File: config.mk
export PLATFORM = sky130hd
export DESIGN_NAME = fu_mem_queue
export DESIGN_NICKNAME = d
export VERILOG_FILES = /design/src/rtl/fu_mem_queue.sv
export SDC_FILE = /design/constraint.sdc
export NUM_CORES = 1
export LEC_CHECK = 0
export CAP_MARGIN = 20
export CORE_AREA = 2 2 268 270
export CTS_BUF_LIST = sky130_fd_sc_hd__clkbuf_16
export DETAILED_ROUTE_END_ITERATION = 8
export DIE_AREA = 0 0 270 272
export HOLD_SLACK_MARGIN = 0.02
export PLACE_DENSITY = 0.63
export SETUP_SLACK_MARGIN = 0.15
export SKIP_LAST_GASP = 1
export SLEW_MARGIN = 15
export SYNTH_ARGS = -nofsm -noshare
export SYNTH_HDL_FRONTEND = slang
export SYNTH_SLANG_ARGS = --single-unit
File: constraint.sdc
create_clock -name clk -period 8.5 [get_ports clk]
set_clock_uncertainty 0.15 [all_clocks]
set_input_delay 1.7 -clock clk [delete_from_list [all_inputs] [get_ports clk]]
set_output_delay 1.7 -clock clk [all_outputs]
set_load 0.1 [all_outputs]
File: src/rtl/fu_mem_queue.sv
// Non-blocking memory functional unit: an in-order load/store queue in front of the d-cache.
// One cache request is in flight at a time, issued from the head; results are broadcast on the CDB.
module fu_mem_queue #(
  parameter int DEPTH     = 4,
  parameter int LINE_W    = 256,
  parameter int ROB_IDX_W = 5
) (
  input  logic                 clk,
  input  logic                 rst,
  input  logic                 flush_i,
  // issue packet
  input  logic                 pkt_valid_i,
  input  logic [ROB_IDX_W-1:0] pkt_rob_tag_i,
  input  logic                 pkt_ls_i,        // 1 = store, 0 = load
  input  logic [2:0]           pkt_funct3_i,
  input  logic [31:0]          pkt_rs1_v_i,
  input  logic [31:0]          pkt_rs2_v_i,
  input  logic [31:0]          pkt_offset_i,
  output logic                 backpressure_o,
  input  logic [ROB_IDX_W-1:0] rob_head_tag_i,
  // CDB broadcast
  output logic                 cdb_valid_o,
  output logic [ROB_IDX_W-1:0] cdb_rob_tag_o,
  output logic                 cdb_ls_o,
  output logic [31:0]          cdb_data_o,
  output logic [31:0]          cdb_rs1_data_o,
  output logic [31:0]          cdb_rs2_data_o,
  output logic [31:0]          cdb_rvfi_mem_addr_o,
  output logic [3:0]           cdb_rvfi_rmask_o,
  output logic [3:0]           cdb_rvfi_wmask_o,
  output logic [31:0]          cdb_rvfi_rdata_o,
  output logic [31:0]          cdb_rvfi_wdata_o,
  output logic [31:0]          cdb_rvfi_rd_wdata_o,
  // d-cache
  output logic [31:0]          mem_addr_o,
  output logic [3:0]           mem_rmask_o,
  output logic [3:0]           mem_wmask_o,
  output logic [31:0]          mem_wdata_o,
  input  logic [LINE_W-1:0]    rdata_i,
  input  logic                 d_cache_resp_i
);

  localparam int PTR_W  = $clog2(DEPTH);
  localparam int NWORDS = LINE_W / 32;
  localparam int WIDX_W = (NWORDS > 1) ? $clog2(NWORDS) : 1;

  typedef struct packed {
    logic [ROB_IDX_W-1:0] rob_tag;
    logic                 ls;
    logic [2:0]           funct3;
    logic [31:0]          ea;
    logic [31:0]          rs1;
    logic [31:0]          rs2;
  } entry_t;

  typedef enum logic [1:0] {
    IDLE,
    REQ,
    DRAIN
  } state_e;

  function automatic logic [3:0] byte_mask(input logic [2:0] funct3, input logic [1:0] off);
    case (funct3[1:0])
      2'b00:   byte_mask = 4'b0001 << off;
      2'b01:   byte_mask = 4'b0011 << off;
      default: byte_mask = 4'b1111;
    endcase
  endfunction

  function automatic logic [31:0] store_lanes(input logic [2:0] funct3, input logic [1:0] off,
                                              input logic [31:0] rs2);
    case (funct3[1:0])
      2'b00:   store_lanes = {24'b0, rs2[7:0]} << {off, 3'b000};
      2'b01:   store_lanes = {16'b0, rs2[15:0]} << {off, 3'b000};
      default: store_lanes = rs2;
    endcase
  endfunction

  function automatic logic may_issue(input entry_t ent, input logic [ROB_IDX_W-1:0] head_tag);
    may_issue = !ent.ls || (ent.rob_tag == head_tag);
  endfunction

  entry_t               q_mem [DEPTH];
  logic [PTR_W-1:0]     head_q, head_d, tail_q, tail_d, head_nxt;
  logic [PTR_W:0]       count_q, count_d;
  state_e               state_q, state_d;

  // The in-flight request is latched at launch so DRAIN can hold it after the queue is cleared.
  logic [31:0]          req_addr_q, req_addr_d;
  logic [31:0]          req_wdata_q, req_wdata_d;
  logic [3:0]           req_rmask_q, req_rmask_d;
  logic [3:0]           req_wmask_q, req_wmask_d;

  entry_t               head_ent, next_ent, launch_ent, enq_ent;
  logic                 head_ok, next_ok, launch;
  logic                 pop, enq, active;

  assign head_nxt = head_q + PTR_W'(1);
  assign head_ent = q_mem[head_q];
  assign next_ent = q_mem[head_nxt];
  assign head_ok  = (count_q != '0) && may_issue(head_ent, rob_head_tag_i);
  assign next_ok  = (count_q > (PTR_W+1)'(1)) && may_issue(next_ent, rob_head_tag_i);

  assign backpressure_o = (count_q == (PTR_W+1)'(DEPTH));
  assign pop            = (state_q == REQ) && d_cache_resp_i && !flush_i;
  // A pop frees the slot in the same cycle, so a full queue still accepts a packet then.
  assign enq            = pkt_valid_i && !flush_i && (!backpressure_o || pop);

  always_comb begin
    enq_ent         = '0;
    enq_ent.rob_tag = pkt_rob_tag_i;
    enq_ent.ls      = pkt_ls_i;
    enq_ent.funct3  = pkt_funct3_i;
    enq_ent.ea      = pkt_rs1_v_i + pkt_offset_i;
    enq_ent.rs1     = pkt_rs1_v_i;
    enq_ent.rs2     = pkt_rs2_v_i;
  end

  // NOTE: every signal written here gets a default first so no latch is inferred.
  always_comb begin
    state_d    = state_q;
    launch     = 1'b0;
    launch_ent = head_ent;
    case (state_q)
      IDLE: begin
        if (!flush_i && head_ok) begin
          state_d = REQ;
          launch  = 1'b1;
        end
      end
      REQ: begin
        if (flush_i) begin
          state_d = d_cache_resp_i ? IDLE : DRAIN;
        end else if (d_cache_resp_i) begin
          if (next_ok) begin
            launch     = 1'b1;
            launch_ent = next_ent;
          end else begin
            state_d = IDLE;
          end
        end
      end
      DRAIN: begin
        if (d_cache_resp_i) state_d = IDLE;
      end
      default: state_d = IDLE;
    endcase
  end

  always_comb begin
    req_addr_d  = req_addr_q;
    req_rmask_d = req_rmask_q;
    req_wmask_d = req_wmask_q;
    req_wdata_d = req_wdata_q;
    if (launch) begin
      req_addr_d = {launch_ent.ea[31:2], 2'b00};
      if (launch_ent.ls) begin
        req_rmask_d = 4'b0000;
        req_wmask_d = byte_mask(launch_ent.funct3, launch_ent.ea[1:0]);
        req_wdata_d = store_lanes(launch_ent.funct3, launch_ent.ea[1:0], launch_ent.rs2);
      end else begin
        req_rmask_d = byte_mask(launch_ent.funct3, launch_ent.ea[1:0]);
        req_wmask_d = 4'b0000;
        req_wdata_d = '0;
      end
    end
  end

  always_comb begin
    head_d  = head_q;
    tail_d  = tail_q;
    count_d = count_q;
    if (flush_i) begin
      head_d  = '0;
      tail_d  = '0;
      count_d = '0;
    end else begin
      if (enq) tail_d = tail_q + PTR_W'(1);
      if (pop) head_d = head_nxt;
      case ({enq, pop})
        2'b10:   count_d = count_q + (PTR_W+1)'(1);
        2'b01:   count_d = count_q - (PTR_W+1)'(1);
        default: count_d = count_q;
      endcase
    end
  end

  always_ff @(posedge clk or posedge rst) begin
    if (rst) begin
      state_q     <= IDLE;
      head_q      <= '0;
      tail_q      <= '0;
      count_q     <= '0;
      req_addr_q  <= '0;
      req_rmask_q <= '0;
      req_wmask_q <= '0;
      req_wdata_q <= '0;
    end else begin
      state_q     <= state_d;
      head_q      <= head_d;
      tail_q      <= tail_d;
      count_q     <= count_d;
      req_addr_q  <= req_addr_d;
      req_rmask_q <= req_rmask_d;
      req_wmask_q <= req_wmask_d;
      req_wdata_q <= req_wdata_d;
    end
  end

  // NOTE: queue storage is not reset; count_q alone says which slots hold live entries.
  always_ff @(posedge clk) begin
    if (enq) q_mem[tail_q] <= enq_ent;
  end

  assign active      = (state_q == REQ) || (state_q == DRAIN);
  assign mem_addr_o  = active ? req_addr_q  : '0;
  assign mem_rmask_o = active ? req_rmask_q : '0;
  assign mem_wmask_o = active ? req_wmask_q : '0;
  assign mem_wdata_o = active ? req_wdata_q : '0;

  logic [WIDX_W-1:0] widx;
  logic [31:0]       line_word, shifted, load_val;

  always_comb begin
    widx      = (NWORDS > 1) ? head_ent.ea[WIDX_W+1:2] : '0;
    line_word = '0;
    for (int w = 0; w < NWORDS; w++) begin
      if (WIDX_W'(w) == widx) line_word = rdata_i[32*w +: 32];
    end
    shifted = line_word >> {head_ent.ea[1:0], 3'b000};
    case (head_ent.funct3)
      3'b000:  load_val = {{24{shifted[7]}}, shifted[7:0]};
      3'b001:  load_val = {{16{shifted[15]}}, shifted[15:0]};
      3'b100:  load_val = {24'b0, shifted[7:0]};
      3'b101:  load_val = {16'b0, shifted[15:0]};
      default: load_val = shifted;
    endcase
  end

  always_comb begin
    cdb_valid_o         = pop;
    cdb_rob_tag_o       = '0;
    cdb_ls_o            = 1'b0;
    cdb_data_o          = '0;
    cdb_rs1_data_o      = '0;
    cdb_rs2_data_o      = '0;
    cdb_rvfi_mem_addr_o = '0;
    cdb_rvfi_rmask_o    = '0;
    cdb_rvfi_wmask_o    = '0;
    cdb_rvfi_rdata_o    = '0;
    cdb_rvfi_wdata_o    = '0;
    cdb_rvfi_rd_wdata_o = '0;
    if (pop) begin
      cdb_rob_tag_o       = head_ent.rob_tag;
      cdb_ls_o            = head_ent.ls;
      cdb_data_o          = head_ent.ls ? 32'b0 : load_val;
      cdb_rs1_data_o      = head_ent.rs1;
      cdb_rs2_data_o      = head_ent.rs2;
      cdb_rvfi_mem_addr_o = req_addr_q;
      cdb_rvfi_rmask_o    = req_rmask_q;
      cdb_rvfi_wmask_o    = req_wmask_q;
      cdb_rvfi_rdata_o    = head_ent.ls ? 32'b0 : line_word;
      cdb_rvfi_wdata_o    = req_wdata_q;
      cdb_rvfi_rd_wdata_o = head_ent.ls ? 32'b0 : load_val;
    end
  end

endmodule
==> out/qor.yml, run 1 <==
logic_synthesis:
  synth_area_um2: 28600
  synth-seq-area-share_pct: 51.1
  ys_types: 76
  synth-edff-count: 420
  syn_inst: 2507
  synthArstFlopShare_pct: 15.8
  ys_ff_latch: 499
  yosys_warnings: 0
  synth_area_per_cell_um2: 11.4
  synth-main-ff-cell: "edfxtp_1"
setup_path:
  slowest_stage: "o21ai_0"
  cp.depth: 13
  r2r_slack_ps: 2780
  cp.arrival_ps: 5660
  worstPathCellList: "clkinv_2 > buf_4 > mux2i_2 > nand2_1 > o21ai_0 > a211oi_1 > buf_4 > nand2_1 > o21ai_0 > nor2_1 > nor3_1 > buf_4 > buf_12"
  path_class: "reg2out"
  cp_common_cell: "buf_4"
  critPathMaxFanout: 59
  cp.buffers_inverters: 5
  cp_top_family: "compound AO/OA/AOI/OAI gates"
  max_stage_delay_ps: 1040
  endpoint_kind: "primary output"
  r2r_cells: 14
  r2r-start: "state_q[1]$_DFFE_PP0P_"
  r2r_end: "req_wdata_q[19]$_DFFE_PP0P_"
  startpoint_type: "flop"
  worstPathRequired_ps: 6650
finish:
  area_delta_synth_final_pct: 32.3
  drive_gt1_share_pct: 12.8
  regArea_um2: 14600
  fin_nets: 3492
  multi_input_area_um2: 12800
  fill_cells: 6122
  fin_util_pct: 53.4
outcome:
  status: "completed"
power:
  static-leakage-power_nw: 13.3
  power_density_nw_per_um2: 289
  ir_worst_vdd_mv: 0.345
run:
  maxCapViolations: 0
sta:
  rsz0062_at_grt: "false"
  fmax_ghz: 0.133
  setup_violations: 0
  fin_crit_ps: 7510
  fin_ws_ps: 994
  hold_viol: 0
  relSlewSlack_pct: 20.3
  tightest_slew_ps: 1190
  finalCritPeriodShare_pct: 88.3
  tns_ps: 0
  drv_slew: 0
route:
  dr_total_vias: 23800
  wl_per_cell_um: 30.0
  wl_um: 123000
  dr.first_iter.drc_count: 2426
  firstDrtPassIters: 6
  antenna_left: 0
  post_drt_via_cell_ratio: 5.81
  drc: 0
clock_tree:
  cts-hold-fix-buffers: 0
  cts_setup_buffers: 0
  cts_buffers: 53
  cts_tree: "done"
  cts.clk_slew.worst_paths_ps: 60
  cts.path.max_buffers: 3
  htree_num_levels: 2
  cts-root-buf: "clkbuf_16"
  clkSinkCount: 499
  ctsResizeCount: 0
  clkLatencyLatePin_ps: 620
grt:
  grt_pass1_vias: 22900
  grt_max_degree: 90
  grt_pass1_wl_um: 172000
  grt-ovfl-total: 0
  grt_usage_pct: 32.5
  grt_antenna_before_repair: 44
worst_hold_path:
  min_path_type: "reg2reg"
  hp-start: "req_rmask_q[3]$_DFFE_PP0P_"
  min_delay_worst_endpoint: "req_rmask_q[3]$_DFFE_PP0P_"
  min_path_cells: 2
floorplanning:
  die_h_um: 272
  dieWidth_um: 270
  pin_count: 683
  die-area_um2: 73400
  initial_utilization_pct: 40.4
  core-area_um2: 70800
  rows: 98
placed_design:
  numPortBuffers: 678
  pre_cts_ws_ps: 1280
  place_congestion: 1.06
  dp_hpwl_um: 94700
-- metrics by stage --
step | instance area, um^2 | power (mW) | hold slack [ps] | instances
floorplan | 28600 | 6.95 | 295 | 2510
global placement | 36100 | 8.70 | 343 | 3973
detailed placement | 36100 | 8.75 | 349 | 3974
CTS | 37700 | 10.9 | 362 | 4074
global route | 37800 | 11.3 | 404 | 4083
finish | 37800 | 10.9 | 364 | 4095
-- tightest hold or removal path, delay by kind of cell, from the launching register on --
kind,cells,cell delay [ps]
AND/OR/NAND/NOR,2,110
flip-flops,1,370
-- worst max path at each step --
| stage | slack, ps | to | startpoint |
|---|---|---|---|
| after CTS | 1100 | cdb_data_o[0] | head_q[1]$_DFFE_PP0P_ |
| after global placement | 1380 | cdb_rvfi_rmask_o[0] | d_cache_resp_i |
| after floorplan | -190 | cdb_rvfi_rd_wdata_o[1] | d_cache_resp_i |
| final | 990 | cdb_rvfi_rd_wdata_o[5] | head_q[0]$_DFFE_PP0P_ |
| after detailed placement | 1280 | cdb_rvfi_rmask_o[0] | d_cache_resp_i |
| after global routing | 900 | cdb_data_o[10] | head_q[0]$_DFFE_PP0P_ |
-- per-layer routing --
metal | vias up | wire, um | GRT usage, %
li1 | 10500 | - | -
met1 | 11900 | 52400 | 45.4
met2 | 1203 | 57800 | 53.2
met3 | 150 | 9770 | 5.62
met4 | 8 | 2890 | 7.50
met5 | - | 51 | 0
-- layout by cell type, fill, tap and decap left out, types with 26 or more instances in the layout --
cell type / instances
mux2i_1: 160
clkdlybuf4s50_1: 576
xnor2_1: 37
buf_4: 128
a21o_1: 31
clkbuf_16: 53
buf_12: 33
a21oi_1: 104
ha_1: 40
o22ai_1: 35
nand3_1: 30
o21ai_0: 124
inv_1: 46
mux4_2: 96
nor2_1: 172
edfxtp_1: 420
nor3_1: 64
nand2_1: 283
o31ai_1: 26
a211oi_1: 74
dfrtp_1: 77
and2_1: 183
-- synthesized netlist by cell type, types with 41 or more instances --
master / count / area [um^2]
nor3_1: 65 / 325
clkbuf_1: 115 / 432
nor2_1: 173 / 649
dfrtp_1: 79 / 1980
edfxtp_1: 420 / 12600
nand2_1: 283 / 1060
and2_1: 187 / 1170
mux4_2: 96 / 2160
o21ai_0: 125 / 626
a211oi_1: 75 / 563
mux2i_1: 160 / 1600
ha_1: 41 / 513
a21oi_1: 104 / 521
-- cell type report --
| class | instances | area share (%) |
|---|---|---|
| inverters | 30 | 0.311 |
| well taps | 950 | 3.15 |
| multi-input cells | 1758 | 33.9 |
| clock buffers | 53 | 3.51 |
| diodes | 21 | 0.139 |
| flip-flops and latches | 499 | 38.6 |
| clock inverters | 47 | 0.795 |
| repair buffers | 737 | 19.5 |
-- where the power goes --
group | leakage, nW | total [mW] | internal [mW] | switching [mW]
clock | 0.878 | 2.15 | 1.20 | 0.958
sequential | 4.84 | 3.17 | 2.92 | 0.251
combinational | 7.56 | 5.60 | 1.64 | 3.96
-- state kept, by name (all words and copies together), names as in the netlist --
signal and cells:
count_q 3, head_q 2, q_mem 420, req_addr_q 30, req_rmask_q 4, req_wdata_q 32
req_wmask_q 4, state_q 2, tail_q 2
-- cells by family after synthesis --
family          share of synthesized area, %
xor+xnor                                1.41
simple gates                            13.5
mux                                     14.1
compound gates                          13.8
other cells                           0.0131
fa+ha+maj                               1.87
flops                                   51.1
buf+inv                                 4.22
Power figures use the tool's default switching activity.
==> run 2: changes to the inputs <==
==> config.mk (replaced) <==
export PLATFORM = sky130hd
export DESIGN_NAME = fu_mem_queue
export DESIGN_NICKNAME = d
export VERILOG_FILES = /design/src/rtl/fu_mem_queue.sv
export SDC_FILE = /design/constraint.sdc
export NUM_CORES = 1
export LEC_CHECK = 0
export CAP_MARGIN = 20
export CELL_PAD_IN_SITES_DETAIL_PLACEMENT = 2
export CELL_PAD_IN_SITES_GLOBAL_PLACEMENT = 2
export CORE_ASPECT_RATIO = 0.75
export CORE_MARGIN = 2
export CORE_UTILIZATION = 35
export CTS_BUF_LIST = sky130_fd_sc_hd__clkbuf_16
export CTS_CLUSTER_SIZE = 25
export DETAILED_ROUTE_END_ITERATION = 8
export HOLD_SLACK_MARGIN = 0.02
export PLACE_DENSITY = 0.83
export SETUP_SLACK_MARGIN = 0.15
export SKIP_LAST_GASP = 1
export SLEW_MARGIN = 10
export SYNTH_ARGS = -nofsm -noshare
export SYNTH_HDL_FRONTEND = slang
export SYNTH_SLANG_ARGS = --single-unit
==> run 2 against run 1 <==
Worst hold slack improved by 57 ps. Design area shrank 0.38%. Sequential share of layout area grew 0.15 points. Global-route usage fell by 1.6 points.
==> out/qor.yml, run 2 (synthesized netlist as in run 1, its figures left out) <==
sta:
  drv_slew: 0  # unchanged
  tns_ps: 0  # unchanged
  tightest_slew_ps: 1110  # -82.4 ps
  rsz0062_at_grt: "false"
  hold_viol: 0  # unchanged
  setup_violations: 0  # unchanged
  relSlewSlack_pct: 25.6  # +5.3 points
  fin_ws_ps: 963  # -31.1 ps
  finalCritPeriodShare_pct: 88.7  # +0.37 points
  fin_crit_ps: 7540  # +31.1 ps
  fmax_ghz: 0.133  # -0.41%
route:
  wl_per_cell_um: 32.0  # +6.5%
  wl_um: 134000  # +9.1%
  drc: 0  # unchanged
  dr.first_iter.drc_count: 2026  # -16%
  firstDrtPassIters: 5  # -1
  post_drt_via_cell_ratio: 5.81  # about the same
  antenna_left: 0  # unchanged
  dr_total_vias: 24400  # +2.4%
floorplanning:
  core-area_um2: 80600  # +14%
  dieWidth_um: 334  # +24%
  pin_count: 683  # unchanged
  rows: 90  # -8.2%
  initial_utilization_pct: 35.4  # -4.9 points
  die_h_um: 251  # -7.6%
  die-area_um2: 84000  # +14%
clock_tree:
  cts_tree: "done"
  ctsResizeCount: 0  # unchanged
  cts_buffers: 54  # +1.9%
  cts-hold-fix-buffers: 0  # unchanged
  cts.clk_slew.worst_paths_ps: 60  # about the same
  htree_num_levels: 2  # unchanged
  cts.path.max_buffers: 3  # unchanged
  cts-root-buf: "clkbuf_16"
  cts_setup_buffers: 0  # unchanged
  clkSinkCount: 499  # unchanged
  clkLatencyLatePin_ps: 640  # +20 ps
grt:
  use_met3_pct: 6.07  # +0.46 points
  grt_max_degree: 121  # +34%
  busiest_layer: "met2"
  grt_usage_pct: 31.0  # -1.6 points
  grt_use_met2_pct: 52.6  # -0.60 points
  grt_pass1_wl_um: 191000  # +11%
  grt-ovfl-total: 0  # unchanged
  grt_antenna_before_repair: 46  # +4.5%
  grt_pass1_vias: 25700  # +12%
  use_met1_pct: 39.6  # -5.8 points
setup_path:
  worstPathRequired_ps: 6650  # about the same
  r2r-start: "head_q[0]$_DFFE_PP0P_"
  startpoint: "head_q[1]$_DFFE_PP0P_"
  startpoint_type: "flop"
  critPathMaxFanout: 50  # -15%
  endpoint_kind: "primary output"
  path_class: "reg2out"
  r2r_cells: 11  # -3
  cp-endpoint: "cdb_rvfi_rd_wdata_o[10]"
  cp.arrival_ps: 5690  # +30 ps
  r2r_slack_ps: 2770  # about the same
  r2r_end: "req_wdata_q[17]$_DFFE_PP0P_"
outcome:
  status: "completed"
finish:
  mostFrequentLayoutCells: "584 x clkdlybuf4s50_1, 420 x edfxtp_1, 283 x nand2_1"
  top_register: "q_mem"
  drive_gt1_share_pct: 12.2  # -0.62 points
  biggestRegsByFlops: "q_mem (420), req_wdata_q (32), req_addr_q (30)"
  largest_reg_flops: 420  # unchanged
  layout_commonest_cell: "clkdlybuf4s50_1"
  fin_nets: 3477  # -0.43%
  area_delta_synth_final_pct: 31.8
  final_area_um2: 37600  # -0.38%
placed_design:
  numPortBuffers: 678  # unchanged
  pre_cts_ws_ps: 1550  # +269 ps
  placed_area_um2: 35800  # -0.75%
  place_congestion: 0.982  # -7.3%
  dp_hpwl_um: 99300  # +4.9%
power:
  static-leakage-power_nw: 13.1  # -1.0%
  ir_worst_vdd_mv: 0.170  # -51%
  power_density_nw_per_um2: 296  # +2.4%
  power_mw: 11.1  # +2.0%
run:
  maxCapViolations: 0  # unchanged
worst_hold_path:
  min_path_type: "reg2reg"
[run 2: cell count changes in the layout (fill, tap and decap cells not counted), sizes merged]
cell	change
inv	-2
bufinv	+2
buf	-24
diode	+5
clkbuf	+4
clkdlybuf4s50	+8
clkinv	-2
[run 2: how the worst min path moves through the flow]
| stage | from | endpoint | cells past startpoint |
|---|---|---|---|
| finish | req_wdata_q[2]$_DFFE_PP0P_ | req_wdata_q[2]$_DFFE_PP0P_ | 2 |
| global route | state_q[0]$_DFFE_PP0P_ | state_q[0]$_DFFE_PP0P_ | 1 |
| CTS | state_q[0]$_DFFE_PP0P_ | state_q[0]$_DFFE_PP0P_ | 1 |
| detailed placement | state_q[0]$_DFFE_PP0P_ | state_q[0]$_DFFE_PP0P_ | 1 |
| global placement | state_q[0]$_DFFE_PP0P_ | state_q[0]$_DFFE_PP0P_ | 1 |
| floorplan | req_rmask_q[3]$_DFFE_PP0P_ | req_rmask_q[3]$_DFFE_PP0P_ | 2 |
[run 2: per-stage QoR]
stage	instances	util, %	hold WS [ps]
6_report	4194	46.7	421
5_1_grt	4186	46.7	447
4_1_cts	4168	46.6	408
3_5_place_dp	4066	44.5	394
3_3_place_gp	4066	44.5	371
2_1_floorplan	2510	-	295
[run 2: power by group]
| group | internal, mW | switching, mW |
|---|---|---|
| Clock | 1.33 | 1.03 |
| Sequential | 2.92 | 0.272 |
| Combinational | 1.58 | 4.00 |
[run 2: routing by layer]
| layer | wire (um) | share of wire (%) |
|---|---|---|
| met5 | 113 | 0.084 |
| met4 | 4120 | 3.1 |
| met3 | 9370 | 7.0 |
| met2 | 66200 | 49 |
| met1 | 54400 | 41 |
[run 2: critical path, stage by stage (launching register included)]
cell      delay, ps
dfrtp_4         910
buf_4           680
buf_4           690
mux2i_1         330
o21a_1          580
mux2i_1         390
nor2_1           80
a21o_1          200
nor3b_2         450
o21bai_1        240
buf_4           340
[run 2: cell type report]
| class | count | area, um^2 |
|---|---|---|
| antenna | 26 | 65.1 |
| clock buffer | 57 | 1430 |
| clock inverter | 45 | 315 |
| fill | 8031 | 43000 |
| inverter | 30 | 116 |
| multi-input combinational | 1758 | 12800 |
| sequential | 499 | 14600 |
| tap | 1058 | 1320 |
| timing repair buffer | 721 | 6960 |
